File: src/rtl/pipeline_hazard_ctrl_pkg.sv
// Shared definitions for the ID-stage hazard sequencer: FSM encodings and
// the control-output bundles driven in each pipeline situation.
package pipeline_hazard_ctrl_pkg;

    localparam int REG_W_DEF = 5;

    typedef enum logic [1:0] {
        ST_RUN        = 2'd0,
        ST_LOAD_STALL = 2'd1,
        ST_FLUSH      = 2'd2,
        ST_MEM_WAIT   = 2'd3
    } hz_state_t;

    typedef struct packed {
        logic cu_nop;
        logic pc_le;
        logic ifid_le;
        logic ifid_flush;
        logic pipe_freeze;
    } pipe_ctrl_t;

    // Normal flow; also the value presented while reset is asserted.
    localparam pipe_ctrl_t CTRL_RUN = '{cu_nop: 1'b0, pc_le: 1'b1, ifid_le: 1'b1,
                                        ifid_flush: 1'b0, pipe_freeze: 1'b0};
    // Bubble: NOP into ID/EX while PC and IF/ID hold the dependent instruction.
    localparam pipe_ctrl_t CTRL_BUBBLE = '{cu_nop: 1'b1, pc_le: 1'b0, ifid_le: 1'b0,
                                           ifid_flush: 1'b0, pipe_freeze: 1'b0};
    localparam pipe_ctrl_t CTRL_FLUSH = '{cu_nop: 1'b1, pc_le: 1'b1, ifid_le: 1'b1,
                                          ifid_flush: 1'b1, pipe_freeze: 1'b0};
    localparam pipe_ctrl_t CTRL_FREEZE = '{cu_nop: 1'b0, pc_le: 1'b0, ifid_le: 1'b0,
                                           ifid_flush: 1'b0, pipe_freeze: 1'b1};

endpackage

File: src/rtl/pipeline_hazard_ctrl_hazard_detect.sv
// Load-use comparator: flags an ID instruction that reads the register a
// load currently in EX will write. R0 is hard-wired and never hazards.
module hazard_detect
    import pipeline_hazard_ctrl_pkg::*;
#(
    parameter int REG_W = REG_W_DEF
) (
    input  logic [REG_W-1:0] id_rs1,
    input  logic [REG_W-1:0] id_rs2,
    input  logic             id_use_rs1,
    input  logic             id_use_rs2,
    input  logic [REG_W-1:0] ex_rd,
    input  logic             ex_load,
    input  logic             ex_rf_le,
    output logic             hz
);

    logic w_rd_live;
    logic w_rs1_hit;
    logic w_rs2_hit;

    assign w_rd_live = ex_load & ex_rf_le & (ex_rd != '0);
    assign w_rs1_hit = id_use_rs1 & (id_rs1 == ex_rd);
    assign w_rs2_hit = id_use_rs2 & (id_rs2 == ex_rd);
    assign hz        = w_rd_live & (w_rs1_hit | w_rs2_hit);

endmodule

File: src/rtl/pipeline_hazard_ctrl.sv
// ID-stage pipeline sequencer: bubbles on load-use, flushes IF/ID on taken
// branches, freezes the pipe on RAM waits, and counts stall/flush activity.
module pipeline_hazard_ctrl
    import pipeline_hazard_ctrl_pkg::*;
#(
    parameter int REG_W        = REG_W_DEF,
    parameter int LOAD_BUBBLES = 1,
    parameter int FLUSH_CYCLES = 1,
    parameter int CNT_W        = 16
) (
    input  logic             clk,
    input  logic             rst_n,
    input  logic [REG_W-1:0] id_rs1,
    input  logic [REG_W-1:0] id_rs2,
    input  logic             id_use_rs1,
    input  logic             id_use_rs2,
    input  logic [REG_W-1:0] ex_rd,
    input  logic             ex_load,
    input  logic             ex_rf_le,
    input  logic             br_taken,
    input  logic             ram_busy,
    input  logic             perf_clr,
    output logic             cu_nop,
    output logic             pc_le,
    output logic             ifid_le,
    output logic             ifid_flush,
    output logic             pipe_freeze,
    output logic [CNT_W-1:0] stall_cnt,
    output logic [CNT_W-1:0] flush_cnt
);

    localparam logic [1:0] LB_RELOAD = 2'(LOAD_BUBBLES - 1);
    localparam logic [1:0] FC_RELOAD = 2'(FLUSH_CYCLES - 1);

    hz_state_t        r_state;
    hz_state_t        r_ret_state;
    logic [1:0]       r_bcnt;
    logic [CNT_W-1:0] r_stall_cnt;
    logic [CNT_W-1:0] r_flush_cnt;

    hz_state_t  w_state_nxt;
    hz_state_t  w_ret_nxt;
    hz_state_t  w_eval_state;
    logic [1:0] w_bcnt_nxt;
    logic       w_flush_evt;
    logic       w_stall_evt;
    logic       w_hz;
    pipe_ctrl_t w_ctrl;
    pipe_ctrl_t w_out;

    function automatic logic [CNT_W-1:0] sat_inc(input logic [CNT_W-1:0] v);
        return (&v) ? v : v + CNT_W'(1);
    endfunction

    hazard_detect #(
        .REG_W(REG_W)
    ) u_hazard_detect (
        .id_rs1    (id_rs1),
        .id_rs2    (id_rs2),
        .id_use_rs1(id_use_rs1),
        .id_use_rs2(id_use_rs2),
        .ex_rd     (ex_rd),
        .ex_load   (ex_load),
        .ex_rf_le  (ex_rf_le),
        .hz        (w_hz)
    );

    // Leaving MEM_WAIT behaves exactly like the interrupted state would have.
    assign w_eval_state = (r_state == ST_MEM_WAIT) ? r_ret_state : r_state;

    always_comb begin
        w_state_nxt = r_state;
        w_ret_nxt   = r_ret_state;
        w_bcnt_nxt  = r_bcnt;
        w_flush_evt = 1'b0;
        w_ctrl      = CTRL_RUN;
        if (ram_busy) begin
            w_ctrl      = CTRL_FREEZE;
            w_state_nxt = ST_MEM_WAIT;
            if (r_state != ST_MEM_WAIT) begin
                w_ret_nxt = r_state;
            end
        end else if (br_taken) begin
            // The squashed ID instruction makes any load-use match irrelevant.
            w_ctrl      = CTRL_FLUSH;
            w_flush_evt = 1'b1;
            if (FLUSH_CYCLES > 1) begin
                w_state_nxt = ST_FLUSH;
                w_bcnt_nxt  = FC_RELOAD;
            end else begin
                w_state_nxt = ST_RUN;
                w_bcnt_nxt  = 2'd0;
            end
        end else begin
            case (w_eval_state)
                ST_LOAD_STALL: begin
                    w_ctrl      = CTRL_BUBBLE;
                    w_bcnt_nxt  = (r_bcnt != 2'd0) ? r_bcnt - 2'd1 : 2'd0;
                    w_state_nxt = (r_bcnt <= 2'd1) ? ST_RUN : ST_LOAD_STALL;
                end
                ST_FLUSH: begin
                    w_ctrl      = CTRL_FLUSH;
                    w_bcnt_nxt  = (r_bcnt != 2'd0) ? r_bcnt - 2'd1 : 2'd0;
                    w_state_nxt = (r_bcnt <= 2'd1) ? ST_RUN : ST_FLUSH;
                end
                default: begin
                    w_state_nxt = ST_RUN;
                    if (w_hz) begin
                        w_ctrl = CTRL_BUBBLE;
                        if (LOAD_BUBBLES > 1) begin
                            w_state_nxt = ST_LOAD_STALL;
                            w_bcnt_nxt  = LB_RELOAD;
                        end
                    end
                end
            endcase
        end
    end

    // Outputs fall back to the idle bundle the instant reset is asserted.
    assign w_out       = rst_n ? w_ctrl : CTRL_RUN;
    assign cu_nop      = w_out.cu_nop;
    assign pc_le       = w_out.pc_le;
    assign ifid_le     = w_out.ifid_le;
    assign ifid_flush  = w_out.ifid_flush;
    assign pipe_freeze = w_out.pipe_freeze;
    assign w_stall_evt = w_out.cu_nop | w_out.pipe_freeze;

    always_ff @(posedge clk or negedge rst_n) begin
        if (!rst_n) begin
            r_state     <= ST_RUN;
            r_ret_state <= ST_RUN;
            r_bcnt      <= 2'd0;
        end else begin
            r_state     <= w_state_nxt;
            r_ret_state <= w_ret_nxt;
            r_bcnt      <= w_bcnt_nxt;
        end
    end

    always_ff @(posedge clk or negedge rst_n) begin
        if (!rst_n) begin
            r_stall_cnt <= '0;
            r_flush_cnt <= '0;
        end else if (perf_clr) begin
            r_stall_cnt <= '0;
            r_flush_cnt <= '0;
        end else begin
            if (w_stall_evt) begin
                r_stall_cnt <= sat_inc(r_stall_cnt);
            end
            if (w_flush_evt) begin
                r_flush_cnt <= sat_inc(r_flush_cnt);
            end
        end
    end

    assign stall_cnt = r_stall_cnt;
    assign flush_cnt = r_flush_cnt;

endmodule
File: config.mk
export PLATFORM = sky130hd
export DESIGN_NAME = pipeline_hazard_ctrl
export DESIGN_NICKNAME = d
export VERILOG_FILES = /design/src/rtl/pipeline_hazard_ctrl_pkg.sv /design/src/rtl/pipeline_hazard_ctrl_hazard_detect.sv /design/src/rtl/pipeline_hazard_ctrl.sv
export SDC_FILE = /design/constraint.sdc
export NUM_CORES = 1
export LEC_CHECK = 0
export ABC_AREA = 1
export BUFFER_PORTS_ARGS = -buffer_cell sky130_fd_sc_hd__buf_2
export CORE_MARGIN = 3
export CORE_UTILIZATION = 50
export CTS_BUF_LIST = sky130_fd_sc_hd__clkbuf_4
export CTS_CLUSTER_SIZE = 12
export DETAILED_ROUTE_END_ITERATION = 6
export GPL_TIMING_DRIVEN = 1
export HOLD_SLACK_MARGIN = 0.02
export PLACE_DENSITY_LB_ADDON = 0.25
export RECOVER_POWER = 50
export SLEW_MARGIN = 25
export SYNTH_ARGS = -nofsm -noshare
export SYNTH_HDL_FRONTEND = slang
export SYNTH_SLANG_ARGS = --single-unit
File: constraint.sdc
create_clock -name clk -period 1.9 [get_ports clk]
set_clock_uncertainty 0.05 [all_clocks]
set_input_delay 0.38 -clock clk [delete_from_list [all_inputs] [get_ports clk]]
set_output_delay 0.38 -clock clk [all_outputs]
set_load 0.01 [all_outputs]
# Word level (Yosys, flattened, before mapping)
# Index checks and enable logic that the tools add are counted.
totals:
  ff_bits: 38
  in_bits: 24
  output_inout_bits: 37
  elab_cells: 59
op_classes:
  n_addsub: 3
  magnitude_cmp: 1
  eq_ne: 8
  muxes: 22
  n_bitwise: 8
  reduce_logical: 12
op_table:
  columns: ["op", "n"]
  rows:
  - ["16-bit two-way mux", 6]
  - ["16-bit by 1-bit adder with 16-bit output (second input constant)", 2]
  - ["16-bit AND reduction", 2]
  - ["5-bit two-way mux", 4]
  - ["2-bit two-way mux", 7]
  - ["5-bit equality test", 2]
  - ["5-bit one-hot mux with 2 select lines", 1]
  - ["2-bit AND reduction", 4]
  - ["2-bit nonzero test", 4]
  - ["2-bit != test (second input constant)", 3]
  - ["1-bit AND", 5]
  - ["5-bit nonzero test", 1]
  - ["2-bit equality test (second input constant)", 2]
  - ["2-bit one-hot mux with 2 select lines", 1]
  - ["1-bit two-way mux", 3]
  - ["2-bit by 1-bit equality test with 1-bit output (second input constant)", 1]
  - ["2-bit by 1-bit <= comparator with 1-bit output (second input constant)", 1]
  - ["1-bit OR", 2]
  - ["2-bit OR reduction", 1]
  - ["2-bit by 1-bit subtractor with 2-bit output (second input constant)", 1]
  - ["1-bit NOT", 1]

# Longest topological paths before layout
# Gate-level depths: netlist (run 1).
logic_depth:
  depth_word: 12
  depth_mapped: 14
  depth_no_buf: 13

# Hierarchy
# A second synthesis (run 1) with hierarchy kept.
hier_totals:
  hier_cells: 394
  area_unflattened_um2: 2642.5
modules_own_cells:
  columns: ["module", "n_inst", "cells_per_inst", "area_each_um2", "seq_area_each_um2"]
  rows:
  - ["pipeline_hazard_ctrl", 1, 339, 2424.8, 950.9]
  - ["hazard_detect", 1, 55, 217.7, 0.0]

# Worst setup path before layout (run 1)
# OpenSTA, ideal clock, no wires.
synth_path:
  kind: "flip-flop to output port"
  start: "reg r_state[0]"
  end: "out pc_le"
  arrival_ns: 1.472
  t_required_ns: 1.470
  path_slack_ns: -0.002
  path_stages_with_launch: 8
  n_path_buf: 1
  cell_sequence: "dfrtp_1 inv_1 o21ai_0 ha_1 inv_1 a21oi_1 a31oi_1 buf_4"
synth_between:
  elab_chain_len: 7
  elab_cells_between_ends: 8
  cone_classes: "eq/ne: 3; mux: 5"
synth_lines:
  columns: ["element", "line_no", "rtl"]
  rows:
  - ["start, declared", "pipeline_hazard_ctrl.sv:35", "hz_state_t r_state;"]
  - ["start signal, assigned", "pipeline_hazard_ctrl.sv:135", "r_state <= w_state_nxt;"]
  - ["2-bit equality test", "pipeline_hazard_ctrl.sv:69", "assign w_eval_state = (r_state == ST_MEM_WAIT) ? r_ret_state : r_state;"]
  - ["2-bit two-way mux *", "pipeline_hazard_ctrl.sv:69", null]
  - ["2-bit equality test or 2-bit by 1-bit equality test with 1-bit output (tied branches)", "pipeline_hazard_ctrl.sv:95", "case (w_eval_state)"]
  - ["5-bit one-hot mux with 2 select lines *", "pipeline_hazard_ctrl.sv:95", null]
  - ["5-bit two-way mux *", "pipeline_hazard_ctrl.sv:83", "end else if (br_taken) begin"]
  - ["5-bit two-way mux *", "pipeline_hazard_ctrl.sv:77", "if (ram_busy) begin"]
  - ["5-bit two-way mux *", "pipeline_hazard_ctrl.sv:121", "assign w_out = rst_n ? w_ctrl : CTRL_RUN;"]
  - ["end, declared", "pipeline_hazard_ctrl.sv:24", "output logic pc_le,"]
# Mark *: on every way between the ends. The rest lies on a longest branch, timed or not.

# Final worst setup path (run 1)
layout_path:
  start: "reg r_state[1]"
  end: "out pc_le"
# The elaborated chain is that of the path after synthesis.

==> results of run 1 <==
-- worst paths after layout --
path	start	to	slack [ns]	cells past startpoint
max in group asynchronous	rst_n	r_state[1]	0.68	2
min in group asynchronous	rst_n	flush_cnt[9]	0.48	2
hold / removal	ram_busy	r_ret_state[0]	0.28	3
setup / recovery	r_state[1]	pc_le	-0.21	6
hold reg to reg	flush_cnt[11]	flush_cnt[11]	0.49	1
setup reg to reg	stall_cnt[1]	stall_cnt[11]	0	9
-- area by class of cell --
class	instances	area [µm²]
fill	374	1401
inverter	54	205.2
multi-input combinational	267	1605
clock buffer	6	45.04
clock inverter	2	8.758
sequential	38	952.2
timing repair buffer	91	546.8
tap	67	83.83
-- what timing repair did --
action,4_1_cts,5_1_grt
setup endpoints to repair,4,29
pin swaps,5,17
setup buffers,4,11
gates resized for setup,8,51
cloned,0,1
-- layout by cell type (no fill, tap or decap), drive strengths merged, types with 2 or more instances in the layout --
cell type / n
nand2: 91
buf: 88
inv: 54
nand3: 49
nor2: 47
dfrtp: 38
a21oi: 18
o21ai: 15
nand4: 13
xor2: 10
clkbuf: 9
nor3: 7
ha: 4
nor4: 3
o31ai: 2
clkinv: 2
-- routing by layer --
metal  wire length, µm  global-route usage  share of wire  vias to the layer above
met5                 0                   0              0                        -
met4                67             0.06584          0.010                        0
met3               425             0.04060          0.064                        8
met2              3215              0.3639           0.48                       80
met1              2954              0.2701           0.44                     1223
li1                  -                   -              -                     1379
-- kinds of logic (layout without fill, tap and decap cells) --
family | Yosys count | in the layout
AO/OA/AOI/OAI | 40 | 40
XOR/XNOR | 11 | 11
adder cells (fa/ha/maj) | 4 | 4
buffers and inverters | 63 | 153
flip-flops | 38 | 38
AND/OR/NAND/NOR | 211 | 212
-- flip-flops by register name (all words and copies together) (netlist names) --
name and flops:
stall_cnt 16, r_bcnt 2, r_ret_state 2, r_state 2, flush_cnt 16
-- per-stage QoR --
stage	hold WS, ns	setup TNS, ns	power (mW)	worst slack [ns]	area [µm²]
final	0.2787	-0.6777	1.591	-0.2138	3447
after global routing	0.2905	-2.115	1.680	-0.2796	3447
after CTS	0.1336	-0.6651	1.529	-0.2349	3124
after detailed placement	0.4387	0	1.095	0.02327	3022
after global placement	0.4338	0	1.090	0.06652	3022
after floorplan	0.03441	0	0.9955	0.05288	2576
-- worst max-delay path, stage by stage, from the launching register on --
cell	delay, ns
dfrtp_2	0.47
a21oi_4	0.20
ha_4	0.23
inv_4	0.07
a21oi_4	0.06
a31oi_4	0.18
buf_2	0.15
-- power groups by stage --
| stage | Combinational, mW | Sequential (mW) | Clock (mW) |
|---|---|---|---|
| finish | 0.337 | 0.839 | 0.414 |
| global route | 0.369 | 0.841 | 0.469 |
| CTS | 0.267 | 0.833 | 0.429 |
| detailed placement | 0.248 | 0.848 | 0 |
| global placement | 0.243 | 0.847 | 0 |
| floorplan | 0.143 | 0.852 | 0 |
==> flow_summary.json, run 1 <==
{
  "place_congestion": 0.8619,
  "p_int_mw": 1.115,
  "viasPerCell": 5.124,
  "seqPwrFrac": 0.528,
  "dieArea_mm2": 0.006037,
  "syn_nets": 395,
  "rows": 25,
  "slew_violations": 0,
  "grt_pass1_vias": 2390,
  "synthSimpleGateAreaFrac": 0.3870,
  "cts_tree": "built",
  "dieWidth_um": 77.70,
  "max_cap_viol_count": 0,
  "cp.arrival_ns": 1.68,
  "slew_headroom": 0.3747,
  "dp_hpwl_um": 4655,
  "ir_worst_vdd_v": 0.0003152,
  "grt_start_max_net_pins": 39,
  "p_clk_frac": 0.260,
  "clk_pin_slew_ns": 0.10,
  "antenna_cells": 0,
  "synthAdderAreaFrac": 0.01947,
  "violations": "negative setup slack",
  "cts_buffers": 5,
  "final_cells": 525,
  "route.detailed.drc": 0,
  "overflow": 0,
  "tightestPinTransition_ns": 0.9379,
  "synth_area_leaders": "dfrtp_1 (37%), nand2_1 (13%), nand3_1 (8.0%)",
  "fmax_mhz": 473.1,
  "async_flop_share": 1.000,
  "coreArea_mm2": 0.004848,
  "clock_path_buffers": 2,
  "utilization": 0.7110,
  "holdCritPathClass": "in2reg",
  "cts_root_buffer": "clkbuf_4",
  "cts.sinks": 38,
  "drtPass1Iterations": 5,
  "ys_ff_latch": 38,
  "finalWirelength_um": 6662,
  "start_kind": "flip-flop",
  "path_class": "reg2out",
  "die_h_um": 77.70,
  "seq_area_frac_synth": 0.3700,
  "comb_power_share": 0.212,
  "fin_ws_ns": -0.2138,
  "syn_avg_cell_area_um2": 7.003,
  "htree_levels": 2,
  "synth_compound_area_frac": 0.08423,
  "finalCritPeriodShare": 1.113,
  "synth-main-ff-cell": "dfrtp_1",
  "wl_per_cell_um": 12.69,
  "synth.top_cell.area_share": 0.3700,
  "p_per_area_mw_per_mm2": 461.4,
  "clock_latency_ns": 0.34,
  "synth_top_area_cell": "dfrtp_1",
  "area_growth_pct": 34.13,
  "hold_violations": 0,
  "placed_cells": 501,
  "synth_cell_type_count": 33,
  "ios": 61,
  "grtUsageTotal": 0.2128,
  "synth_common_cells": "nand2_1 (88), inv_1 (48), nor2_1 (46)",
  "swShare": 0.2991,
  "muxShareOfSynthArea": 0,
  "fin_crit_ns": 2.114,
  "critPathMaxFanout": 3,
  "status": "finished, violations left",
  "setup-violations-final": 4,
  "p_sw_mw": 0.4757,
  "worstPathRequired_ns": 1.47,
  "synth_edf_count": 0,
  "rsz0062_at_grt": "true",
  "vias": 2690,
  "cts_hold_buf": 0,
  "nets": 485,
  "synth_most_common_cell": "nand2_1",
  "layout-drive-gt1-share": 0.3384,
  "antenna_found_initial": 0,
  "synth-xor-area-share": 0.03749,
  "yosysWarnings": 0,
  "portBuffers": 60,
  "grt_first_pass_wirelength_um": 10420,
  "endpoint_kind": "output port",
  "drt_iter0_markers": 191,
  "start_util": 0.5301,
  "synthCells": 367,
  "antenna_left": 0,
  "syn_area_mm2": 0.002570,
  "synth_top_family_by_area": "simple AND/OR/NAND/NOR gates",
  "p_leak_nw": 1.779
}
Note: power is estimated with default switching activity, not from simulation.
==> run 2, diff against run 1 <==
--- a/config.mk
+++ b/config.mk
@@ -12,7 +12,8 @@
 export CTS_BUF_LIST = sky130_fd_sc_hd__clkbuf_4
 export CTS_CLUSTER_SIZE = 12
 export DETAILED_ROUTE_END_ITERATION = 6
-export GPL_TIMING_DRIVEN = 1
+export GPL_ROUTABILITY_DRIVEN = 0
+export GPL_TIMING_DRIVEN = 0
 export HOLD_SLACK_MARGIN = 0.02
 export PLACE_DENSITY_LB_ADDON = 0.25
 export RECOVER_POWER = 50
==> run 2 against run 1 <==
The run still ends with negative setup slack left; first-iteration DRC count up 7.3%; via count up 3.3%; combinational power up 10%; flip-flop and latch count unchanged; sequential share of layout area about the same; worst hold slack worse by 0.012 ns; register-to-register slack worse by 0.07 ns; critical path depth up 2.
==> flow_summary.json, run 2 (synthesis gave the netlist of run 1 again) <==
{
  "utilization": 0.7130,
  "start_util": 0.5301,
  "slew_headroom": 0.3625,
  "antenna_left": 0,
  "endpoint_kind": "output port",
  "p_per_area_mw_per_mm2": 471.0,
  "clock_path_buffers": 2,
  "max_cap_viol_count": 0,
  "crit_path_frequent_cell": "buf_6",
  "cts_root_buffer": "clkbuf_4",
  "violations": "negative setup slack",
  "cts_tree": "built",
  "tightestPinTransition_ns": 0.9563,
  "drt_iter0_markers": 205,
  "p_sw_mw": 0.4852,
  "clk_pin_slew_ns": 0.11,
  "p_clk_frac": 0.258,
  "nets": 486,
  "setup-violations-final": 19,
  "htree_levels": 2,
  "drtPass1Iterations": 5,
  "worstPathRequired_ns": 1.47,
  "cts.sinks": 38,
  "route.detailed.drc": 0,
  "path_class": "reg2out",
  "swShare": 0.2980,
  "final_common_cell": "nand2_1",
  "holdCritPathClass": "in2reg",
  "seqPwrFrac": 0.514,
  "grt_pass1_vias": 2548,
  "antenna_cells": 0,
  "nFillCells": 381,
  "wl_per_cell_um": 13.25,
  "clock_latency_ns": 0.35,
  "portBuffers": 60,
  "cts_buffers": 5,
  "dieArea_mm2": 0.006037,
  "cp_cell_sequence": "a21oi_2 > buf_4 > inv_2 > ha_4 > a21oi_4 > a31oi_4 > buf_6 > buf_6",
  "layout-drive-gt1-share": 0.3290,
  "finalWirelength_um": 6970,
  "dieWidth_um": 77.70,
  "rsz0062_at_grt": "true",
  "slowest_stage": "dfrtp_1",
  "comb_power_share": 0.228,
  "grt_first_pass_wirelength_um": 11530,
  "placed_cells": 494,
  "fmax_mhz": 441.3,
  "vias": 2778,
  "viasPerCell": 5.281,
  "p_leak_nw": 1.779,
  "p_int_mw": 1.143,
  "slew_violations": 0,
  "die_h_um": 77.70,
  "final_cells": 526,
  "dp_hpwl_um": 4609,
  "fin_ws_ns": -0.3663,
  "start_kind": "flip-flop",
  "grt_start_max_net_pins": 39,
  "max_stage_delay_ns": 0.42,
  "status": "finished, violations left",
  "antenna_found_initial": 0,
  "regArea_um2": 953.4,
  "finalCritPeriodShare": 1.193,
  "area_growth_pct": 34.52,
  "ir_worst_vdd_v": 0.0002265,
  "grtUsageTotal": 0.2339,
  "layout_common_cells": "nand2_1 (84), buf_2 (58), inv_1 (42), nor2_1 (40), dfrtp_1 (36)",
  "hold_violations": 0,
  "ios": 61,
  "overflow": 0,
  "critPathMaxFanout": 2,
  "rows": 25,
  "multi_input_area_mm2": 0.001551,
  "cp.arrival_ns": 1.84,
  "fin_crit_ns": 2.266,
  "coreArea_mm2": 0.004848
}
==> run 2: cell types whose count changed in the layout (fill, tap and decap cells not counted), sizes merged <==
cell,previous run,this run
clkbuf,9,12
buf,88,86
dlygate4sd3,0,1
nand2,91,90
==> run 2: layout make-up <==
cell class / count / share of cell area
clock inverter: 2 / 0.002533
tap: 67 / 0.02425
buffer: 9 / 0.02208
inverter: 54 / 0.05863
clock buffer: 6 / 0.01303
sequential: 38 / 0.2758
timing repair buffer: 84 / 0.1549
multi-input combinational: 266 / 0.4488
==> run 2: timing repair <==
item | in CTS | in global routing
hold buffers | 2 | 0
endpoints found under the hold margin | 38 | 0
pin swaps | 5 | 11
gates resized for setup | 37 | 23
cloned | 1 | 0
buffers inserted | 8 | 13
endpoints found under the setup margin | 28 | 30
==> run 2: worst max-delay path: cells and delay by family, from the launching register on <==
family,cells,cell delay [ns]
AO/OA/AOI/OAI,3,0.50
buffers and inverters,4,0.43
flip-flops,1,0.42
adder cells (fa/ha/maj),1,0.15
==> run 2: worst paths after layout <==
path | from | to | slack, ns | cells past startpoint
hold / removal | ram_busy | r_ret_state[0] | 0.27 | 3
setup reg to reg | r_state[1] | stall_cnt[1] | -0.07 | 12
min in group asynchronous | rst_n | stall_cnt[14] | 0.85 | 3
hold reg to reg | flush_cnt[11] | flush_cnt[11] | 0.49 | 1
max in group asynchronous | rst_n | stall_cnt[6] | 0.30 | 3
setup / recovery | r_state[1] | pc_le | -0.37 | 8
==> run 2: per-layer routing <==
layer,vias up,global-route usage,part of all wire
met5,-,0,0
met4,0,0.06050,0.0063
li1,1377,-,-
met2,113,0.4127,0.50
met1,1282,0.2900,0.42
met3,6,0.04640,0.068
==> run 2: per-stage QoR <==
step                TNS (ns)  power, mW  area, µm²  setup WS [ns]  hold slack [ns]
finish                -2.030      1.628       3457        -0.3663           0.2664
global route          -3.777      1.707       3457        -0.4248           0.2781
CTS                   -1.486      1.599       3283        -0.3561           0.2581
detailed placement    -7.538      1.095       2960        -0.4178           0.4412
global placement      -6.843      1.088       2960        -0.3973           0.4319
floorplan                  0     0.9955       2576        0.05288          0.03441
==> run 2: power groups by stage <==
stage          sequential [mW]  clock [mW]  combinational [mW]
3_3_place_gp             0.851           0               0.238
6_report                 0.837       0.420               0.371
3_5_place_dp             0.851           0               0.244
4_1_cts                  0.834       0.430               0.335
2_1_floorplan            0.852           0               0.143
5_1_grt                  0.839       0.461               0.407
==> run 3, diff against run 2 <==
--- a/config.mk
+++ b/config.mk
@@ -7,8 +7,10 @@
 export LEC_CHECK = 0
 export ABC_AREA = 1
 export BUFFER_PORTS_ARGS = -buffer_cell sky130_fd_sc_hd__buf_2
+export CELL_PAD_IN_SITES_DETAIL_PLACEMENT = 0
+export CELL_PAD_IN_SITES_GLOBAL_PLACEMENT = 2
 export CORE_MARGIN = 3
-export CORE_UTILIZATION = 50
+export CORE_UTILIZATION = 27
 export CTS_BUF_LIST = sky130_fd_sc_hd__clkbuf_4
 export CTS_CLUSTER_SIZE = 12
 export DETAILED_ROUTE_END_ITERATION = 6
==> run 3 against run 2 <==
The run still ends with negative setup slack left; largest power group unchanged; flip-flop and latch count unchanged; highest routed layer unchanged; critical path depth down 1; routed wire length rose by 8.8%; core utilization shrank 32 points; maximum frequency is 2.4% higher; combinational power up 2%; via count shrank 4.6%; cell area is 3.0% higher; largest cell class unchanged; non-clock buffer count down 4.
==> flow_summary.json, run 3 (synthesis gave the netlist of run 1 again) <==
{
  "path_class": "reg2out",
  "cp.arrival_ns": 1.78,
  "setup-tns-final_ns": -1.639,
  "holdCritPathClass": "in2reg",
  "nFillCells": 977,
  "status": "finished, violations left",
  "utilization": 0.3966,
  "clock_latency_ns": 0.35,
  "finalPower_mw": 1.637,
  "max_cap_viol_count": 0,
  "slew_headroom": 0.3145,
  "grt_pass1_vias": 2545,
  "fin_ws_ns": -0.3134,
  "antenna_found_initial": 1,
  "tightestPinTransition_ns": 1.028,
  "violations": "negative setup slack",
  "finalCritPeriodShare": 1.165,
  "fin_crit_ns": 2.213,
  "start_util": 0.2863,
  "critPathMaxFanout": 3,
  "area_growth_pct": 38.51,
  "portBuffers": 60,
  "grtUsageTotal": 0.1429,
  "final_cell_area_mm2": 0.003560,
  "ios": 61,
  "r2r_setup_slack_ns": -0.06,
  "wl_per_cell_um": 13.05,
  "rsz0062_at_grt": "true",
  "p_per_area_mw_per_mm2": 459.8,
  "cts_tree": "built",
  "hold_depth": 3,
  "endpoint_kind": "output port",
  "multi_input_area_mm2": 0.001600,
  "r2r_cells": 12,
  "overflow": 0,
  "coreArea_mm2": 0.008976,
  "grt_first_pass_wirelength_um": 12670,
  "rows": 34,
  "fin_hold_ws_ns": 0.2670,
  "viasPerCell": 4.559,
  "p_leak_nw": 1.765,
  "regArea_um2": 953.4,
  "antenna_cells": 0,
  "setup-violations-final": 20,
  "nets": 482,
  "dieWidth_um": 103.6,
  "fmax_mhz": 451.8,
  "clock_path_buffers": 2,
  "layout-drive-gt1-share": 0.3297,
  "vias": 2649,
  "worstPathRequired_ns": 1.47,
  "cts_buffers": 5,
  "finalWirelength_um": 7581,
  "drtPass1Iterations": 4,
  "grt_start_max_net_pins": 42,
  "start_kind": "flip-flop",
  "antenna_left": 0,
  "dieArea_mm2": 0.01072,
  "htree_levels": 2,
  "cts.sinks": 38,
  "clk_pin_slew_ns": 0.12,
  "ir_worst_vdd_v": 0.0001855,
  "route.detailed.drc": 0,
  "die_h_um": 103.6,
  "final_common_cell": "nand2_1",
  "dp_hpwl_um": 5417,
  "slew_violations": 0,
  "drt_iter0_markers": 85,
  "cts_root_buffer": "clkbuf_4",
  "hold_violations": 0,
  "layout_common_cells": "nand2_1 (81), buf_2 (58), inv_1 (44), nor2_1 (41), dfrtp_1 (36)",
  "dpl_cell_area_mm2": 0.003034
}
[run 3: changes by cell type in the layout (fill, tap and decap cells not counted), moves of 2 or more]
cell	delta
nand2_1	-3
clkinv_1	+2
nand2_2	+3
buf_4	-7
inv_1	+2
nand3_2	+5
inv_2	-2
nand3_1	-5
[run 3: power breakdown]
part           switching [mW]  total [mW]  internal (mW)  leakage (nW)
Clock                   0.285       0.417          0.132        0.0277
Sequential             0.0154       0.839          0.823         0.517
Combinational           0.210       0.380          0.170          1.22
[run 3: routing by layer]
layer,GRT usage,routed length [µm],vias to the layer above
li1,-,-,1366
met1,0.1919,3661,1214
met2,0.2336,3425,61
met3,0.02612,391,8
met4,0.04558,102,0
met5,0,0,-
[run 3: final cells by class]
cell class / instances / share of cell area
Clock buffer: 5 / 0.01054
Timing Repair Buffer: 80 / 0.1459
Inverter: 54 / 0.05694
Sequential cell: 38 / 0.2678
Multi-Input combinational cell: 266 / 0.4496
Clock inverter: 3 / 0.003163
Buffer: 9 / 0.02179
Tap cell: 126 / 0.04429
[run 3: path summary, 6_finish.rpt]
kind,from,to
worst max-delay path,r_state[1],pc_le
min in group asynchronous,rst_n,flush_cnt[9]
max in group asynchronous,rst_n,r_state[1]
worst min-delay path,ram_busy,r_ret_state[0]
worst max register to register,r_state[1],stall_cnt[5]
worst min register to register,flush_cnt[11],flush_cnt[11]
[run 3: timing repair]
item / 4_1_cts / 5_1_grt
hold endpoints to repair: 38 / 38
pin swaps: 11 / 13
resized for setup: 45 / 25
endpoints found under the setup margin: 29 / 35
buffers inserted: 13 / 5
cloned: 1 / 0
[run 3: metrics by stage]
stage                     cells  worst slack, ns
after floorplan             367          0.05288
after global placement      553          -0.5510
after detailed placement    553          -0.5401
after CTS                   575          -0.3643
after global routing        581          -0.4033
final                       581          -0.3134
[run 3: worst max-delay path, cell delays in order (launching register included)]
cell     delay (ns)
dfrtp_2        0.47
a21oi_4        0.21
ha_4           0.24
inv_2          0.07
a21oi_4        0.06
a31oi_4        0.20
buf_6          0.12
buf_6          0.09
